==> config.mk <==
export PLATFORM = sky130hd
export DESIGN_NAME = display_ctrl
export DESIGN_NICKNAME = d
export VERILOG_FILES = /design/src/rtl/rps_pkg.sv /design/src/rtl/step_timer.sv /design/src/rtl/display_ctrl.sv
export SDC_FILE = /design/constraint.sdc
export NUM_CORES = 1
export LEC_CHECK = 0
export ABC_AREA = 1
export CORE_UTILIZATION = 50
export DETAILED_ROUTE_END_ITERATION = 8
export GPL_ROUTABILITY_DRIVEN = 0
export GPL_TIMING_DRIVEN = 0
export PLACE_DENSITY = 0.81
export SKIP_LAST_GASP = 1
export SLEW_MARGIN = 25
export SYNTH_ARGS = -nofsm -noshare
export SYNTH_HDL_FRONTEND = slang
export SYNTH_SLANG_ARGS = --single-unit
==> constraint.sdc <==
create_clock -name clk -period 5.1 [get_ports clk]
set_input_delay 0.765 -clock clk [delete_from_list [all_inputs] [get_ports clk]]
set_output_delay 0.765 -clock clk [all_outputs]
set_load 0.02 [all_outputs]
==> src/rtl/rps_pkg.sv <==
// rps_pkg -- shared definitions for the rock/paper/scissors display controller.
//
// Holds the gesture encodings, the winner ids, the blank digit code, the
// controller state enum and the win/lose evaluation function.
package rps_pkg;

  // Gesture encodings as presented on p1_choice / p2_choice
  localparam logic [1:0] G_NONE     = 2'd0;
  localparam logic [1:0] G_ROCK     = 2'd1;
  localparam logic [1:0] G_SCISSORS = 2'd2;
  localparam logic [1:0] G_PAPER    = 2'd3;

  // Winner ids, also used directly as the displayed digit value
  localparam logic [1:0] WIN_DRAW = 2'd0;
  localparam logic [1:0] WIN_P1   = 2'd1;
  localparam logic [1:0] WIN_P2   = 2'd2;

  // Digit code that the segment driver renders as an unlit digit
  localparam logic [3:0] BLANK = 4'hF;

  typedef enum logic [2:0] {
    S_IDLE,
    S_COUNT,
    S_SHOW,
    S_RESULT,
    S_OVER
  } state_t;

  // A player who shows nothing loses to any real gesture; two empty hands
  // and two identical gestures are both draws.
  function automatic logic [1:0] rps_winner(input logic [1:0] g1,
                                            input logic [1:0] g2);
    logic p1_beats;
    p1_beats = ((g1 == G_ROCK)     && (g2 == G_SCISSORS)) ||
               ((g1 == G_SCISSORS) && (g2 == G_PAPER))    ||
               ((g1 == G_PAPER)    && (g2 == G_ROCK));
    if (g1 == g2)          return WIN_DRAW;
    else if (g1 == G_NONE) return WIN_P2;
    else if (g2 == G_NONE) return WIN_P1;
    else if (p1_beats)     return WIN_P1;
    else                   return WIN_P2;
  endfunction

endpackage

==> src/rtl/step_timer.sv <==
// step_timer -- display step divider.
//
// Counts clk cycles 0..TICK_DIV-1 and raises step during the last count,
// so step is high for one cycle out of every TICK_DIV.
//
// Ports:
//   clk   in   system clock, rising edge
//   rst   in   asynchronous reset, active low
//   clear in   restart the count from 0 (a new round begins)
//   step  out  one-cycle pulse every TICK_DIV cycles
module step_timer #(
  parameter int TICK_DIV = 1000
) (
  input  logic clk,
  input  logic rst,
  input  logic clear,
  output logic step
);

  localparam int CW = (TICK_DIV > 2) ? $clog2(TICK_DIV) : 1;

  logic [CW-1:0] count;

  assign step = (count == CW'(TICK_DIV - 1));

  // clear wins over wrap so the first step of a round lands exactly
  // TICK_DIV cycles after the start is accepted
  always_ff @(posedge clk or negedge rst) begin
    if (!rst) begin
      count <= '0;
    end else if (clear || step) begin
      count <= '0;
    end else begin
      count <= count + CW'(1);
    end
  end

endmodule

==> src/rtl/display_ctrl.sv <==
// display_ctrl -- two-player rock/paper/scissors round sequencer and
// two-digit display driver.
//
// A round runs COUNT (3, 2, 1 countdown) -> SHOW (both gestures, 2 steps)
// -> RESULT (winner blinks, 4 steps), then the winner's score is bumped and
// the block returns to IDLE, or to OVER once a score reaches WIN_SCORE.
//
// Ports:
//   clk        in   system clock, rising edge
//   rst        in   asynchronous reset, active low
//   start      in   request a round (honoured in IDLE and OVER only)
//   p1_choice  in   player 1 gesture (0 none, 1 rock, 2 scissors, 3 paper)
//   p2_choice  in   player 2 gesture
//   num1       out  left digit code, 4'hF = blank
//   num2       out  right digit code, 4'hF = blank
//   busy       out  high while a round is in progress
//   score1     out  player 1 score
//   score2     out  player 2 score
//   game_over  out  high while in OVER
module display_ctrl
  import rps_pkg::*;
#(
  parameter int TICK_DIV  = 1000,
  parameter int WIN_SCORE = 3
) (
  input  logic       clk,
  input  logic       rst,
  input  logic       start,
  input  logic [1:0] p1_choice,
  input  logic [1:0] p2_choice,
  output logic [3:0] num1,
  output logic [3:0] num2,
  output logic       busy,
  output logic [3:0] score1,
  output logic [3:0] score2,
  output logic       game_over
);

  localparam logic [3:0] WIN4 = 4'(WIN_SCORE);

  state_t     state, state_nxt;
  logic [1:0] phase, phase_nxt;
  logic [1:0] choice1, choice1_nxt;
  logic [1:0] choice2, choice2_nxt;
  logic [3:0] score1_nxt, score2_nxt;
  logic [3:0] num1_nxt, num2_nxt;
  logic       busy_nxt, game_over_nxt;
  logic [1:0] round_winner;
  logic [1:0] disp_winner;
  logic       accept;
  logic       step;

  assign accept       = start && ((state == S_IDLE) || (state == S_OVER));
  assign round_winner = rps_winner(choice1, choice2);

  step_timer #(
    .TICK_DIV (TICK_DIV)
  ) u_step_timer (
    .clk   (clk),
    .rst   (rst),
    .clear (accept),
    .step  (step)
  );

  // State register plus every output; outputs are loaded from the decoded
  // next-state values so they change on the same edge as the state.
  always_ff @(posedge clk or negedge rst) begin
    if (!rst) begin
      state     <= S_IDLE;
      phase     <= '0;
      choice1   <= '0;
      choice2   <= '0;
      score1    <= '0;
      score2    <= '0;
      num1      <= '0;
      num2      <= '0;
      busy      <= 1'b0;
      game_over <= 1'b0;
    end else begin
      state     <= state_nxt;
      phase     <= phase_nxt;
      choice1   <= choice1_nxt;
      choice2   <= choice2_nxt;
      score1    <= score1_nxt;
      score2    <= score2_nxt;
      num1      <= num1_nxt;
      num2      <= num2_nxt;
      busy      <= busy_nxt;
      game_over <= game_over_nxt;
    end
  end

  // Next state. phase counts steps within the current state: countdown
  // position in COUNT, step index in SHOW/RESULT, blink half in OVER.
  always_comb begin
    state_nxt   = state;
    phase_nxt   = phase;
    choice1_nxt = choice1;
    choice2_nxt = choice2;
    score1_nxt  = score1;
    score2_nxt  = score2;
    unique case (state)
      S_IDLE: begin
        if (accept) begin
          state_nxt = S_COUNT;
          phase_nxt = '0;
        end
      end
      S_COUNT: begin
        if (step) begin
          if (phase == 2'd2) begin
            state_nxt   = S_SHOW;
            phase_nxt   = '0;
            choice1_nxt = p1_choice;
            choice2_nxt = p2_choice;
          end else begin
            phase_nxt = phase + 2'd1;
          end
        end
      end
      S_SHOW: begin
        if (step) begin
          if (phase == 2'd1) begin
            state_nxt = S_RESULT;
            phase_nxt = '0;
          end else begin
            phase_nxt = phase + 2'd1;
          end
        end
      end
      S_RESULT: begin
        if (step) begin
          if (phase == 2'd3) begin
            // the < guard keeps a score from ever passing WIN_SCORE
            if ((round_winner == WIN_P1) && (score1 < WIN4)) begin
              score1_nxt = score1 + 4'd1;
            end
            if ((round_winner == WIN_P2) && (score2 < WIN4)) begin
              score2_nxt = score2 + 4'd1;
            end
            phase_nxt = '0;
            if ((score1_nxt == WIN4) || (score2_nxt == WIN4)) begin
              state_nxt = S_OVER;
            end else begin
              state_nxt = S_IDLE;
            end
          end else begin
            phase_nxt = phase + 2'd1;
          end
        end
      end
      S_OVER: begin
        if (accept) begin
          state_nxt  = S_COUNT;
          phase_nxt  = '0;
          score1_nxt = '0;
          score2_nxt = '0;
        end else if (step) begin
          phase_nxt = {1'b0, ~phase[0]};
        end
      end
      default: begin
        state_nxt = S_IDLE;
        phase_nxt = '0;
      end
    endcase
  end

  // Output decode from the next-state values. The registered choices are
  // stable from SHOW until the next round's SHOW, so the winner derived
  // from them is still valid while blinking in OVER.
  always_comb begin
    disp_winner   = rps_winner(choice1_nxt, choice2_nxt);
    num1_nxt      = score1_nxt;
    num2_nxt      = score2_nxt;
    busy_nxt      = 1'b0;
    game_over_nxt = 1'b0;
    unique case (state_nxt)
      S_IDLE: begin
        num1_nxt = score1_nxt;
        num2_nxt = score2_nxt;
      end
      S_COUNT: begin
        num1_nxt = 4'd3 - {2'b00, phase_nxt};
        num2_nxt = BLANK;
        busy_nxt = 1'b1;
      end
      S_SHOW: begin
        num1_nxt = {2'b00, choice1_nxt};
        num2_nxt = {2'b00, choice2_nxt};
        busy_nxt = 1'b1;
      end
      S_RESULT: begin
        num1_nxt = phase_nxt[0] ? BLANK : {2'b00, disp_winner};
        num2_nxt = phase_nxt[0] ? BLANK : {2'b00, disp_winner};
        busy_nxt = 1'b1;
      end
      S_OVER: begin
        num1_nxt      = phase_nxt[0] ? BLANK : {2'b00, disp_winner};
        num2_nxt      = phase_nxt[0] ? BLANK : {2'b00, disp_winner};
        game_over_nxt = 1'b1;
      end
      default: begin
        num1_nxt = score1_nxt;
        num2_nxt = score2_nxt;
      end
    endcase
  end

endmodule

==> After elaboration in Yosys (flattened, before gate mapping) <==
Index checks and enable logic that the tools add are counted.
{ "op_classes": {"add_sub_neg": 5, "n_mul": 0, "div_mod_pow": 0, "order_cmp": 2, "n_eq_ne": 30, "shift": 0, "muxes": 55, "bitwise_logic": 1, "reduce_logical": 24} }
{ "ops": {"columns": ["operator", "count"], "rows": [
  ["two-way mux 4 bit", 15],
  ["two-way mux 2 bit", 23],
  ["two-way mux 3 bit", 8],
  ["case mux 4 bit (3 select lines)", 2],
  ["equality test 2 bit, second input constant", 11],
  ["case mux 4 bit (2 select lines)", 2],
  ["equality test 2 x 1 -> 1 bit, second input constant", 6],
  ["equality test 3 x 2 -> 1 bit, second input constant", 4],
  ["case mux 3 bit (4 select lines)", 1],
  ["adder 10 x 1 -> 10 bit, second input constant", 1],
  ["equality test 10 bit, second input constant", 1],
  ["two-way mux 10 bit", 1],
  ["case mux 2 bit (5 select lines)", 1],
  ["logical AND 1 bit", 9],
  ["adder 4 x 1 -> 4 bit, second input constant", 2],
  ["equality test 4 x 2 -> 1 bit, second input constant", 2],
  ["logical NOT 2 bit", 4],
  ["< comparator 4 x 2 -> 1 bit, second input constant", 2],
  ["logical OR 1 bit", 7],
  ["equality test 3 x 1 -> 1 bit, second input constant", 2],
  ["equality test 3 bit, second input constant", 2],
  ["equality test 2 bit", 2],
  ["OR reduction 2 bit", 2],
  ["logical NOT 3 bit", 1],
  ["5 further kinds", 6]
]} }
{ "word_totals": {"register_bits": 37, "latch_bits": 0, "ramBits": 0, "rom_bits": 0, "input_bits": 7, "word_cells": 128, "memories": 0} }

==> Logic depth before layout (Yosys ltp) <==
{ "depth": {"depth_word": 23, "depth_mapped": 15, "ltp_nobuf": 15} }

==> Hierarchy <==
Synthesis repeated with hierarchy kept, for this count alone.
{ "hier_totals": {"cells_unflattened": 286, "area_unflattened_um2": 2189.6} }
{ "modules_own_cells": {"columns": ["mod", "instances", "cells_per_inst", "area_per_inst_um2"], "rows": [
  ["display_ctrl", 1, 215, 1642.8],
  ["step_timer", 1, 71, 546.8]
]} }

==> Least setup slack after synthesis <==
OpenSTA, ideal clock, no wires.
{ "synth_timing": {"path_type": "reg2reg", "startpoint": "register score2[0]", "endpoint": "register num1[1]", "setup_ns": 0.120, "arrival_time_ns": 1.735, "t_required_ns": 4.980, "setup_slack_ns": 3.245, "path_stages_with_launch": 14, "path_buffers": 0, "cell_sequence": "dfrtp_1 > ha_1 > inv_1 > nand2_1 > nor2_1 > nand2_1 > o21ai_0 > nor2_1 > nand2_1 > nand3_2 > nor2_4 > inv_2 > nor2_2 > a21oi_2"} }
{ "synth_via": {"elab_chain_len": 15} }
{ "synth_rtl": {"columns": ["item", "line", "source"], "rows": [
  ["start: declaration", "display_ctrl.sv:35", "output logic [3:0] score2,"],
  ["start signal: assignment", "display_ctrl.sv:85", "score2 <= score2_nxt;"],
  ["< comparator 4 x 2 -> 1 bit", "display_ctrl.sv:138", "if ((round_winner == WIN_P2) && (score2 < WIN4)) begin"],
  ["logical AND 1 bit", "display_ctrl.sv:138", null],
  ["two-way mux 4 bit *", "display_ctrl.sv:138", null],
  ["two-way mux 4 bit *", "display_ctrl.sv:133", "if (phase == 2'd3) begin"],
  ["two-way mux 4 bit *", "display_ctrl.sv:132", "if (step) begin"],
  ["two-way mux 4 bit *", "display_ctrl.sv:102", "unique case (state)"],
  ["equality test 4 x 2 -> 1 bit *", "display_ctrl.sv:142", "if ((score1_nxt == WIN4) || (score2_nxt == WIN4)) begin"],
  ["logical OR 1 bit *", "display_ctrl.sv:142", null],
  ["two-way mux 3 bit *", "display_ctrl.sv:142", null],
  ["two-way mux 3 bit *", "display_ctrl.sv:133", null],
  ["two-way mux 3 bit *", "display_ctrl.sv:132", null],
  ["case mux 3 bit (4 select lines) *", "display_ctrl.sv:102", null],
  ["via state_nxt[2]", "display_ctrl.sv:41", "state_t state, state_nxt;"],
  ["equality test 3 bit or equality test 3 x 2 -> 1 bit (tied branches)", "display_ctrl.sv:178", "unique case (state_nxt)"],
  ["OR reduction 2 bit (no source line)", null, null],
  ["case mux 4 bit (3 select lines) *", "display_ctrl.sv:178", null],
  ["via num1_nxt[1]", "display_ctrl.sv:46", "logic [3:0] num1_nxt, num2_nxt;"],
  ["end signal: assignment", "display_ctrl.sv:86", "num1 <= num1_nxt;"],
  ["end: declaration", "display_ctrl.sv:31", "output logic [3:0] num1,"]
]} }
The timed path passes the listed nets; every way through them passes the cells marked *. The select of a mux whose other input is x is not followed.

==> Worst setup path in the final report <==
{ "layout_timing": {"startpoint": "input start", "endpoint": "register num2[1]"} }
{ "layout_via": {"elab_chain_len": 6} }
{ "layout_rtl": {"columns": ["item", "line", "source"], "rows": [
  ["start: declaration", "display_ctrl.sv:28", "input logic start,"],
  ["logical AND 1 bit *", "display_ctrl.sv:53", "assign accept = start && ((state == S_IDLE) || (state == S_OVER));"],
  ["two-way mux 3 bit", "display_ctrl.sv:104, display_ctrl.sv:153", null],
  ["case mux 3 bit (4 select lines)", "display_ctrl.sv:102", null],
  ["equality test 3 bit or equality test 3 x 2 -> 1 bit (tied branches)", "display_ctrl.sv:178", null],
  ["OR reduction 2 bit (no source line)", null, null],
  ["case mux 4 bit (3 select lines) *", "display_ctrl.sv:178", null],
  ["via num2_nxt[1]", "display_ctrl.sv:46", null],
  ["end signal: assignment", "display_ctrl.sv:87", "num2 <= num2_nxt;"],
  ["end: declaration", "display_ctrl.sv:32", "output logic [3:0] num2,"]
]} }
The timed path passes the listed nets; every way through them passes the cells marked *.

==> metrics <==
max_cap viols=0; Seq/Total Area, Yosys=0.403; total iterations of the first detailed-routing run=5; first-pass GRT wire length=8720 um; Mapped Cells=~300; Worst R2R Start=phase[0]$_DFF_PN0_; Num CTS Buffers=5; 1st-iter DRT viols=124; leakage=around 1.4 nW; layout cells sized above 1=0.147; Yosys Warn Count=0; residual DRC count=0; aggregate routed wire length=slightly below 5000 um; Routed Antenna Nets=0; Hold Crit Class=in2async; WS Path Type=in2reg; Distinct cells, synth=33; Clock Latency Late Sink=~0.30 ns; cts repair resizes=0; Final Cycle Share=0.442; row count=24; WL/cell=12.5 um; Via Count=~2000; CP max FO=5; RSZ-0062 raised after global routing=false; # nets final=~350; detailed placement HPWL=3760 um; CTS max path bufs=2; vias per std cell=about 5.2; syn_area_per_cell=7.64 um2; final hold viol count=0; largest stage delay on the critical path=around 0.50 ns; total power per unit cell area=about 280 nW/um2; port bufs=24; worst-path cell chain=clkdlybuf4s50_1 -> inv_1 -> nand2_1 -> nand2_1 -> inv_1 -> nand2_1 -> nand2_1 -> nand2_1 -> nor2_1 -> nand4_1 -> nand2_1 -> nand3b_1; TritonCTS clock tree=done; antenna cells=0; max frequency=roughly 440 MHz; setup ws final=2.85 ns; hold_buf cts=0; Syn-to-layout area delta=20.2%; initial antenna violation count=0; clock root cell=clkbuf_8; Initial Utilization=0.525; GRT Total Usage=0.221; reg2reg setup slack=roughly 3.0 ns; Slew @ Worst Pin=~0.46 ns; setup TNS=0 ns; CP Launch Type=input port; worst slack, placed=approximately 2.6 ns; IO Pins=25; mapped cell area=around 2300 um2; Crit Reg-Reg Endpoint=num1[0]$_DFF_PN0_; Clock Skews=roughly 0.0074 ns; vias in the first global route=2026; core area=4380 um2; CP Capture Type=flip-flop; status=finished, final reports clean; final setup fails=0; Chip Width=around 70 um; worst relative slew slack=0.696; die area=slightly below 5000 um2; peak supply drop=between 0.00015 and 0.0002 V; R2R depth=12; CP max-delay cell=clkdlybuf4s50_1; Synth Net Count=317; critical path required time=5.28 ns; flop and latch count out of synthesis=37; Worst-path clk slew=0.08 ns; minimum clock period=2.25 ns; H-tree depth=2; DIE HEIGHT=around 70 um; # clock sinks=37; largest net degree at the start of global routing=21; Max Slew Vio Count=0; gr ovfl total=0; most used cell, CP=nand2_1; crit path DAT=approximately 2.4 ns; # Post-CTS Setup Buffers=0
[state kept, by name (all words and copies together), names as in the netlist]
| signal | count |
|---|---|
| score2 | 4 |
| game_over | 1 |
| num1 | 4 |
| score1 | 4 |
| choice2 | 2 |
| busy | 1 |
| phase | 2 |
| state | 3 |
| u_step_timer.count | 10 |
| choice1 | 2 |
| num2 | 4 |
[how the worst max path moves through the flow]
stage                              endpoint           startpoint  depth (start not counted)  slack (ns)
after floorplan           num1[1]$_DFF_PN0_  score2[0]$_DFF_PN0_                         13        3.24
after global placement    num1[1]$_DFF_PN0_                  rst                          1        2.44
after detailed placement  num2[1]$_DFF_PN0_                start                         12        2.57
after CTS                 num2[1]$_DFF_PN0_                start                         12        2.85
after global routing      num2[1]$_DFF_PN0_                start                         12        2.63
final                     num2[1]$_DFF_PN0_                start                         12        2.85
[kinds of logic after synthesis]
kind of cell / share of synthesized area
AOI/OAI and AO/OA: 0.0669
xor gates and xnor gates: 0.0114
adders and majority gates: 0.0490
buffers and inverters: 0.0816
DFF: 0.403
and+or+nand+nor: 0.388
[critical path, delay by kind of cell]
family / cells / cell delay, ns
simple gates: 9 / 1.02
buf+inv: 3 / 0.62
[layout by cell type, fill, tap and decap left out, types with 2 or more instances in the layout]
cell type / netlist / routed
inv_2: 7 / 7
o22ai_1: 4 / 4
nand2_1: 87 / 87
dfrtp_1: 37 / 37
nand2_2: 9 / 9
clkbuf_8: 0 / 5
bufinv_16: 0 / 2
o21ai_1: 2 / 2
nand3_1: 12 / 12
nor3_1: 3 / 3
nor3_4: 2 / 2
inv_1: 39 / 39
o21ai_2: 2 / 2
nor2_1: 30 / 30
nand4_1: 15 / 15
nor3b_1: 2 / 2
a21oi_1: 8 / 8
o21ai_0: 6 / 6
nor2_2: 2 / 2
nor2_4: 5 / 5
buf_2: 2 / 3
clkdlybuf4s50_1: 0 / 23
nand3_2: 4 / 4
xor2_1: 3 / 3
ha_1: 9 / 9
[cell usage after synthesis]
master | number | area, um2
nor4_1 | 1 | 6.26
xor2_1 | 3 | 26.3
o21ai_1 | 2 | 10.0
o21bai_1 | 1 | 7.51
nand3_4 | 1 | 17.5
nor3b_1 | 2 | 15.0
a211oi_1 | 1 | 7.51
a21oi_1 | 8 | 40.0
nand2_2 | 9 | 56.3
buf_2 | 2 | 10.0
o21ai_0 | 6 | 30.0
a21oi_2 | 1 | 8.76
inv_2 | 7 | 26.3
nor3_4 | 2 | 32.5
nand4_1 | 15 | 93.8
nand2_1 | 87 | 327
dfrtp_1 | 37 | 926
clkinv_2 | 1 | 5.00
o21ai_2 | 2 | 17.5
nor2_4 | 5 | 56.3
nor3_2 | 1 | 10.0
nor2_8 | 1 | 20.0
inv_1 | 39 | 146
nand3_2 | 4 | 40.0
nor3_1 | 3 | 15.0
nand2_4 | 1 | 11.3
nand3b_1 | 1 | 7.51
nand3_1 | 12 | 60.1
o22ai_1 | 4 | 25.0
nor2_2 | 2 | 12.5
ha_1 | 9 | 113
a21boi_0 | 1 | 7.51
nor2_1 | 30 | 113
[metal layers]
layer	global-route usage	vias to the layer above	share of wire
met5	0	-	0
met4	0.0800	0	0.012
met3	0.0494	7	0.033
met2	0.359	37	0.47
met1	0.289	945	0.49
li1	-	1026	-
[area by class of cell]
class                           count  area, um2
Sequential cell                    37        926
Inverter                           47        178
Tap cell                           52       65.1
Multi-Input combinational cell    215       1190
Clock buffer                        5       68.8
Fill cell                         382       1620
Timing Repair Buffer               25        263
Buffer                              2       10.0
Clock inverter                      3       68.8
[report_power, final]
| group | internal [W] | total (W) | switching [W] |
|---|---|---|---|
| logic | 0.0000478 | 0.000122 | 0.0000742 |
| registers | 0.000323 | 0.000350 | 0.0000269 |
| clock network | 0.000197 | 0.000314 | 0.000117 |
| total | 0.000568 | 0.000786 | 0.000218 |
[through the flow]
stage                     cells  hold slack (ns)  cell area, um2   util  total power [W]
after floorplan             301            0.433            2300      -         0.000435
after CTS                   386            0.414            2770  0.631         0.000791
after detailed placement    378            0.459            2630  0.599         0.000478
final                       386            0.403            2770  0.631         0.000786
after global routing        386            0.443            2770  0.631         0.000823
after global placement      377            0.447            2610  0.594         0.000472
No activity file was read; power rests on OpenSTA's default activity.
